--- src/rtl/ps2_receiver.sv ---
`default_nettype none
// ------------------------------------------------------------------
// ps2_receiver: filtered PS/2 frame receiver feeding a byte FIFO
// Rev 1.0
// ------------------------------------------------------------------
module ps2_receiver #(
  parameter int FILTER_LEN = 8,
  parameter int TIMEOUT    = 20000,
  parameter int FIFO_LOG2  = 2
) (
  input  logic       clk,
  input  logic       reset,
  input  logic       ps2_clk_in,
  input  logic       ps2_data_in,
  output logic [7:0] data_out,
  output logic       data_valid,
  input  logic       data_ready,
  output logic       parity_error,
  output logic       frame_error,
  output logic       overflow
);

  localparam int DEPTH = 1 << FIFO_LOG2;
  localparam int TW    = $clog2(TIMEOUT + 1);

  typedef enum logic [1:0] {IDLE, DATA, PARITY, STOP} state_t;

  // index 0 is the PS/2 clock line, index 1 the data line
  logic [1:0] raw;
  logic [1:0] sync1, sync2, filt;
  logic [7:0] fcnt [2];
  logic       clk_prev;
  logic       fall;
  logic       din;

  assign raw  = {ps2_data_in, ps2_clk_in};
  assign fall = clk_prev & ~filt[0];
  assign din  = filt[1];

  always_ff @(posedge clk) begin
    if (reset) begin
      sync1    <= 2'b11;
      sync2    <= 2'b11;
      filt     <= 2'b11;
      clk_prev <= 1'b1;
      for (int i = 0; i < 2; i++) fcnt[i] <= 8'd0;
    end else begin
      sync1    <= raw;
      sync2    <= sync1;
      clk_prev <= filt[0];
      for (int i = 0; i < 2; i++) begin
        if (sync2[i] == filt[i]) begin
          fcnt[i] <= 8'd0;
        end else if (fcnt[i] == 8'(FILTER_LEN - 1)) begin
          filt[i] <= sync2[i];
          fcnt[i] <= 8'd0;
        end else begin
          fcnt[i] <= fcnt[i] + 8'd1;
        end
      end
    end
  end

  state_t        state;
  logic [2:0]    bit_cnt;
  logic [7:0]    shreg;
  logic          par;
  logic [TW-1:0] tmo;
  logic          push_req;
  logic [7:0]    push_byte;

  always_ff @(posedge clk) begin
    if (reset) begin
      state        <= IDLE;
      bit_cnt      <= 3'd0;
      shreg        <= 8'd0;
      par          <= 1'b0;
      tmo          <= '0;
      parity_error <= 1'b0;
      frame_error  <= 1'b0;
      push_req     <= 1'b0;
      push_byte    <= 8'd0;
    end else begin
      parity_error <= 1'b0;
      frame_error  <= 1'b0;
      push_req     <= 1'b0;
      if (state != IDLE) tmo <= fall ? '0 : tmo + TW'(1);
      case (state)
        IDLE: if (fall && !din) begin
          state   <= DATA;
          bit_cnt <= 3'd0;
          shreg   <= 8'd0;
          tmo     <= '0;
        end
        DATA: if (fall) begin
          shreg   <= {din, shreg[7:1]};
          bit_cnt <= bit_cnt + 3'd1;
          if (bit_cnt == 3'd7) state <= PARITY;
        end
        PARITY: if (fall) begin
          par   <= din;
          state <= STOP;
        end
        STOP: if (fall) begin
          if (^{shreg, par} == 1'b0) begin
            parity_error <= 1'b1;
          end else if (!din) begin
            frame_error <= 1'b1;
          end else begin
            push_req  <= 1'b1;
            push_byte <= shreg;
          end
          state <= IDLE;
        end
        default: state <= IDLE;
      endcase
      // abort a stalled frame once TIMEOUT cycles pass without a clock fall
      if (state != IDLE && !fall && tmo == TW'(TIMEOUT - 1)) begin
        frame_error <= 1'b1;
        state       <= IDLE;
      end
    end
  end

  logic [7:0]       mem [DEPTH];
  logic [FIFO_LOG2:0] wr_ptr, rd_ptr;
  logic             empty, full, pop, do_push;

  assign empty   = (wr_ptr == rd_ptr);
  assign full    = (wr_ptr[FIFO_LOG2] != rd_ptr[FIFO_LOG2]) &&
                   (wr_ptr[FIFO_LOG2-1:0] == rd_ptr[FIFO_LOG2-1:0]);
  assign pop     = data_valid & data_ready;
  assign do_push = push_req & (~full | pop);

  always_ff @(posedge clk) begin
    if (reset) begin
      wr_ptr   <= '0;
      rd_ptr   <= '0;
      overflow <= 1'b0;
    end else begin
      if (do_push) wr_ptr <= wr_ptr + 1'b1;
      if (pop)     rd_ptr <= rd_ptr + 1'b1;
      if (push_req && full && !pop) overflow <= 1'b1;
    end
  end

  always_ff @(posedge clk) begin
    if (do_push && !reset) mem[wr_ptr[FIFO_LOG2-1:0]] <= push_byte;
  end

  assign data_valid = ~empty;
  assign data_out   = empty ? 8'd0 : mem[rd_ptr[FIFO_LOG2-1:0]];

endmodule
`default_nettype wire

--- config.mk ---
export PLATFORM = sky130hd
export DESIGN_NAME = ps2_receiver
export DESIGN_NICKNAME = d
export VERILOG_FILES = /design/src/rtl/ps2_receiver.sv
export SDC_FILE = /design/constraint.sdc
export NUM_CORES = 1
export LEC_CHECK = 0
export CAP_MARGIN = 20
export CORE_MARGIN = 5
export CORE_UTILIZATION = 55
export CTS_BUF_LIST = sky130_fd_sc_hd__clkbuf_16
export CTS_CLUSTER_DIAMETER = 40
export DETAILED_ROUTE_END_ITERATION = 8
export GPL_ROUTABILITY_DRIVEN = 0
export PLACE_DENSITY_LB_ADDON = 0.3
export SYNTH_ARGS = -nofsm -noshare
export SYNTH_HDL_FRONTEND = slang
export SYNTH_SLANG_ARGS = --single-unit
export TNS_END_PERCENT = 100
--- constraint.sdc ---
create_clock -name clk -period 2.3 [get_ports clk]
set_input_delay 0.46 -clock clk [delete_from_list [all_inputs] [get_ports clk]]
set_output_delay 0.46 -clock clk [all_outputs]
set_load 0.01 [all_outputs]
== Word-level counts from Yosys, hierarchy flattened ==
Memories as Yosys holds them, arrays and structs flattened. A register that Yosys moved wholly into a read port is not among the register bits.
Cells that the tools add are included.

* Latch bits: 0
* Bits in read-only memories: 0
* Bits of input ports: 5
* Memories: 2
* Bits in registers: 54
* Bits in writable memories: 48
* Output and inout bits: 12

* $lt $le $gt $ge: 0
* Bitwise logic cells: 18
* $add $sub $neg: 6
* Divide/modulo/power cells: 0
* Reductions and logical operators: 24
* Equality and inequality tests: 17
* Mux-type cells: 58
* Multiply operators: 0
* Shifts and indexed selects: 0

{| class="wikitable"
|+ Memory list
! name !! words !! bits a word !! rd ports !! clocked after Yosys merged registers in !! write ports !! line !! RTL
|-
| mem || 4 || 8 || 1 || 1 || 1 || 125 || <nowiki>logic [7:0] mem [DEPTH];</nowiki>
|-
| fcnt || 2 || 8 || 2 || 0 || 2 || 31 || <nowiki>logic [7:0] fcnt [2];</nowiki>
|}

{| class="wikitable"
|+ Operator list
! operator !! number
|-
| 8-bit two-way mux || 9
|-
| 15-bit two-way mux || 4
|-
| 1-bit two-way mux || 33
|-
| 8-bit by 1-bit adder with 8-bit output, second input constant || 2
|-
| 8-bit by 3-bit == test with 1-bit output, second input constant || 2
|-
| 8-bit case mux with 2 select lines || 1
|-
| 15-bit by 1-bit adder with 15-bit output, second input constant || 1
|-
| 15-bit == test, second input constant || 1
|-
| 2-bit two-way mux || 7
|-
| 2-bit inequality test, second input constant || 5
|-
| 3-bit by 1-bit adder with 3-bit output, second input constant || 3
|-
| 9-bit XOR reduction || 1
|-
| 1-bit NOT || 8
|-
| 2-bit case mux with 4 select lines || 1
|-
| 1-bit logical AND || 7
|-
| 1-bit bitwise OR || 7
|-
| 3-bit two-way mux || 2
|-
| 3-bit case mux with 2 select lines || 1
|-
| 2-bit AND reduction || 3
|-
| 5-bit AND reduction || 1
|-
| 2-bit == test, second input constant || 2
|-
| 1-bit zero test || 4
|-
| 4-bit AND reduction || 1
|-
| 2-bit nonzero test || 2
|-
| other kinds (12) || 15
|}

== Longest topological paths before layout ==
* Word-level depth: 8
* Mapped depth: 9

== Worst setup path after synthesis ==
No wires, ideal clock.

* Path type: flip-flop to output port
* Start point: register with a tool-made name
* End point: output port data_out[0]
* Data arrival time: 1.448 ns
* Cell stages (with the launch flop): 4
* Data required time: 1.840 ns
* Path buffers: 1
* Path slack: 0.392 ns
* Cell sequence: dfxtp_1 -> clkbuf_1 -> mux4_2 -> and2_1

{| class="wikitable"
|+ RTL lines
! item !! line !! RTL
|-
| end, declared || 15 || <nowiki>output logic [7:0] data_out,</nowiki>
|}

==> qor.txt <==
Vias per inst: 5.461
Hold Vio Cnt, Final: 0
Final Util: 64.25%
Post-CTS setup buffer count: 0
Max_cap viols: 0
Static Leak: 2.022 nW
Crit path max fanout: 8
Final setup vio count: 0
Initial antenna violation count: 0
#FFs+latches synth: 104
Crit-path cells: buf_12, mux4_2, and2_1, dlygate4sd2_1
Vias in the first global route: 2906
GRT Total Usage: 16.34%
# diodes: 0
Peak per-stage delay on the critical path: 0.49 ns
Final WL: 7907 um
Fmax: 0.4512 GHz
WP data arrival: 1.76 ns
Post-Syn Area per Cell: 11.02 um2
Type of the worst setup path: flip-flop to primary output
Uppermost layer routed: met4
Met3 wire len: 302 um
Clock net sink count: 104
Die Area: 10280 um2
Clock Latency Late Sink: 0.34 ns
Layout Cells excl Fill: 558
WP data required: 1.84 ns
CP Capture Type: primary output
Core Area: 8175 um2
Top Family by Delay on Critical Path: multiplexers
Cell variety after synth: 44
Clk_skew: 0.009914 ns
Post-layout net count: 467
CP Launch Type: flip-flop
Pre-CTS WS: 0.1359 ns
# rows: 33
Largest area contributor in the netlist: edfxtp_1
Setup WS post-layout: 0.08349 ns
CP Buf/Inv Count: 2
Synth area leaders: edfxtp_1 (31%), dfxtp_1 (24%), nor2_1 (5.2%)
PortBufs: 16
Power Dens Cells: 697.0 nW/um2
Gr ovfl total: 0
Layout cells sized above 1: 10.15%
Period utilization: 96.37%
Starting DRT DRC Count: 149
CTS tree: done
Post-synthesis sequential area ratio: 55.77%
Clk slew on worst S/H paths: 0.08 ns
Number of synthesized flops with an enable pin: 48
Maximum clock insertion buffer count: 2
# DRC: 0
Top cells by count, synth: nor2_1 (64), dfxtp_1 (56), edfxtp_1 (48)
Peak VDD IR: 0.4509 mV
TritonCTS buffer count: 9
Slew Limit Fails: 0
CTS HTree Levels: 3
Post-Synthesis Cell Area: 4594 um2
WL met2: 4099 um
Worst Tran Pin Value: 0.5965 ns
RSZ-0062 raised after global routing: false
Slew margin rel.: 59.87%
Status: complete, no violations
YS warnings: 0
Wire per inst: 14.17 um
Min Tclk post-route: 2.217 ns
1st-pass router iterations: 6
Root buffer cell: clkbuf_16
Setup TNS: 0 ns
Cell total after placement: 542
Slowest CP cell: mux4_2
Largest net degree at the start of global routing: 36
Post-route ant nets: 0
Most common cell in the netlist: nor2_1
Power, Total: 3.661 mW
Die H: 101.4 um
First-pass GRT wire length: 13320 um
Area share of the largest cell type after synthesis: 31.37%
Initial Utilization: 56.20%
IO Count: 17
Async set or reset register ratio after synthesis: 0%
Routed vias: 3047
Synth Flop Type: dfxtp_1
Die width: 101.4 um
Worst Hold Class: flip-flop to flip-flop
Post-Synthesis Cells: 417
Length of routed wiring on met1: 3423 um
DP HPWL: 5406 um
Area Growth Syn to Fin: 14.32%
## power by group
part	leakage, nW	internal, mW	total [mW]	switching, mW
clock network	0.150	0.775	1.50	0.721
registers	0.915	1.94	1.97	0.0221
logic	0.958	0.0725	0.198	0.126
total	2.02	2.79	3.66	0.868
## state kept, by name (all words and copies together), names as in the netlist, 2 cells and up, named ones only
name       count
bit_cnt        3
push_byte      8
filt           2
wr_ptr         3
shreg          8
sync1          2
fcnt          16
mem           32
sync2          2
tmo           15
state          2
rd_ptr         3
## per-layer routing
| metal | track usage [%] | vias to the layer above |
|---|---|---|
| met5 | 0 | - |
| met3 | 3.581 | 8 |
| li1 | - | 1527 |
| met2 | 28.62 | 68 |
| met1 | 19.77 | 1444 |
| met4 | 5.930 | 0 |
## path summary, 6_finish.rpt
check                                from     endpoint  slack (ns)  depth (start not counted)
worst max-delay path            flip-flop  data_out[2]        0.08                          4
worst min-delay path             sync1[0]     sync2[0]        0.41                          1
worst max register to register   state[0]     shreg[4]        0.37                          8
worst min register to register   sync1[0]     sync2[0]        0.41                          1
## per-stage QoR
step / area, um2 / hold slack (ns)
floorplan: 4651 / 0.3895
global placement: 4931 / 0.3999
detailed placement: 4931 / 0.3979
CTS: 5234 / 0.4146
global route: 5253 / 0.4402
finish: 5253 / 0.4141
## worst reg2reg max path, stage by stage, from the launching register on
cell	delay, ns
dfxtp_1	0.38
inv_1	0.10
ha_1	0.26
nand2b_1	0.18
a21oi_1	0.35
buf_4	0.27
nor2b_1	0.07
a31oi_1	0.15
nor2_1	0.05
## layout make-up
| class | instances | area (um2) |
|---|---|---|
| multi-input combinational | 300 | 1996 |
| fill | 647 | 2923 |
| clock buffer | 9 | 225.2 |
| tap | 105 | 131.4 |
| timing repair buffer | 24 | 220.2 |
| inverter | 9 | 33.78 |
| sequential | 104 | 2565 |
| clock inverter | 7 | 81.33 |
## repair_timing
item                                    in CTS  in global routing
endpoints found under the setup margin       9                  9
pin swaps                                    0                  1
resized for setup                           10                  5
hold buffers                                 0                  0
## cells by family after synthesis
family                   Yosys count  synth area share (%)
flip-flops                       104                 55.77
buffers and inverters             28                 2.451
adder cells (fa/ha/maj)           14                 3.813
AO/OA/AOI/OAI                     57                 7.380
XOR/XNOR                          27                 5.746
other                              1               0.08162
AND/OR/NAND/NOR                  164                 17.65
multiplexers                      22                 7.108
## cells in the final DEF (no fill, tap or decap), types with 3 or more instances in the layout
master	count
mux4_2	8
a311oi_1	3
and3_1	7
a31oi_1	11
edfxtp_1	48
or2_2	6
nor3_1	8
nand2_1	15
nand3_1	18
nand4_1	4
buf_4	7
and2_1	12
clkdlybuf4s50_1	7
nand2b_1	10
mux2i_1	12
xor2_1	15
dfxtp_1	54
conb_1	16
nor2_1	64
nor2b_1	9
dlygate4sd2_1	6
a21oi_1	19
inv_1	9
xnor2_1	8
clkbuf_16	9
o21ai_0	13
ha_1	14
Note: power is estimated with default switching activity, not from simulation.
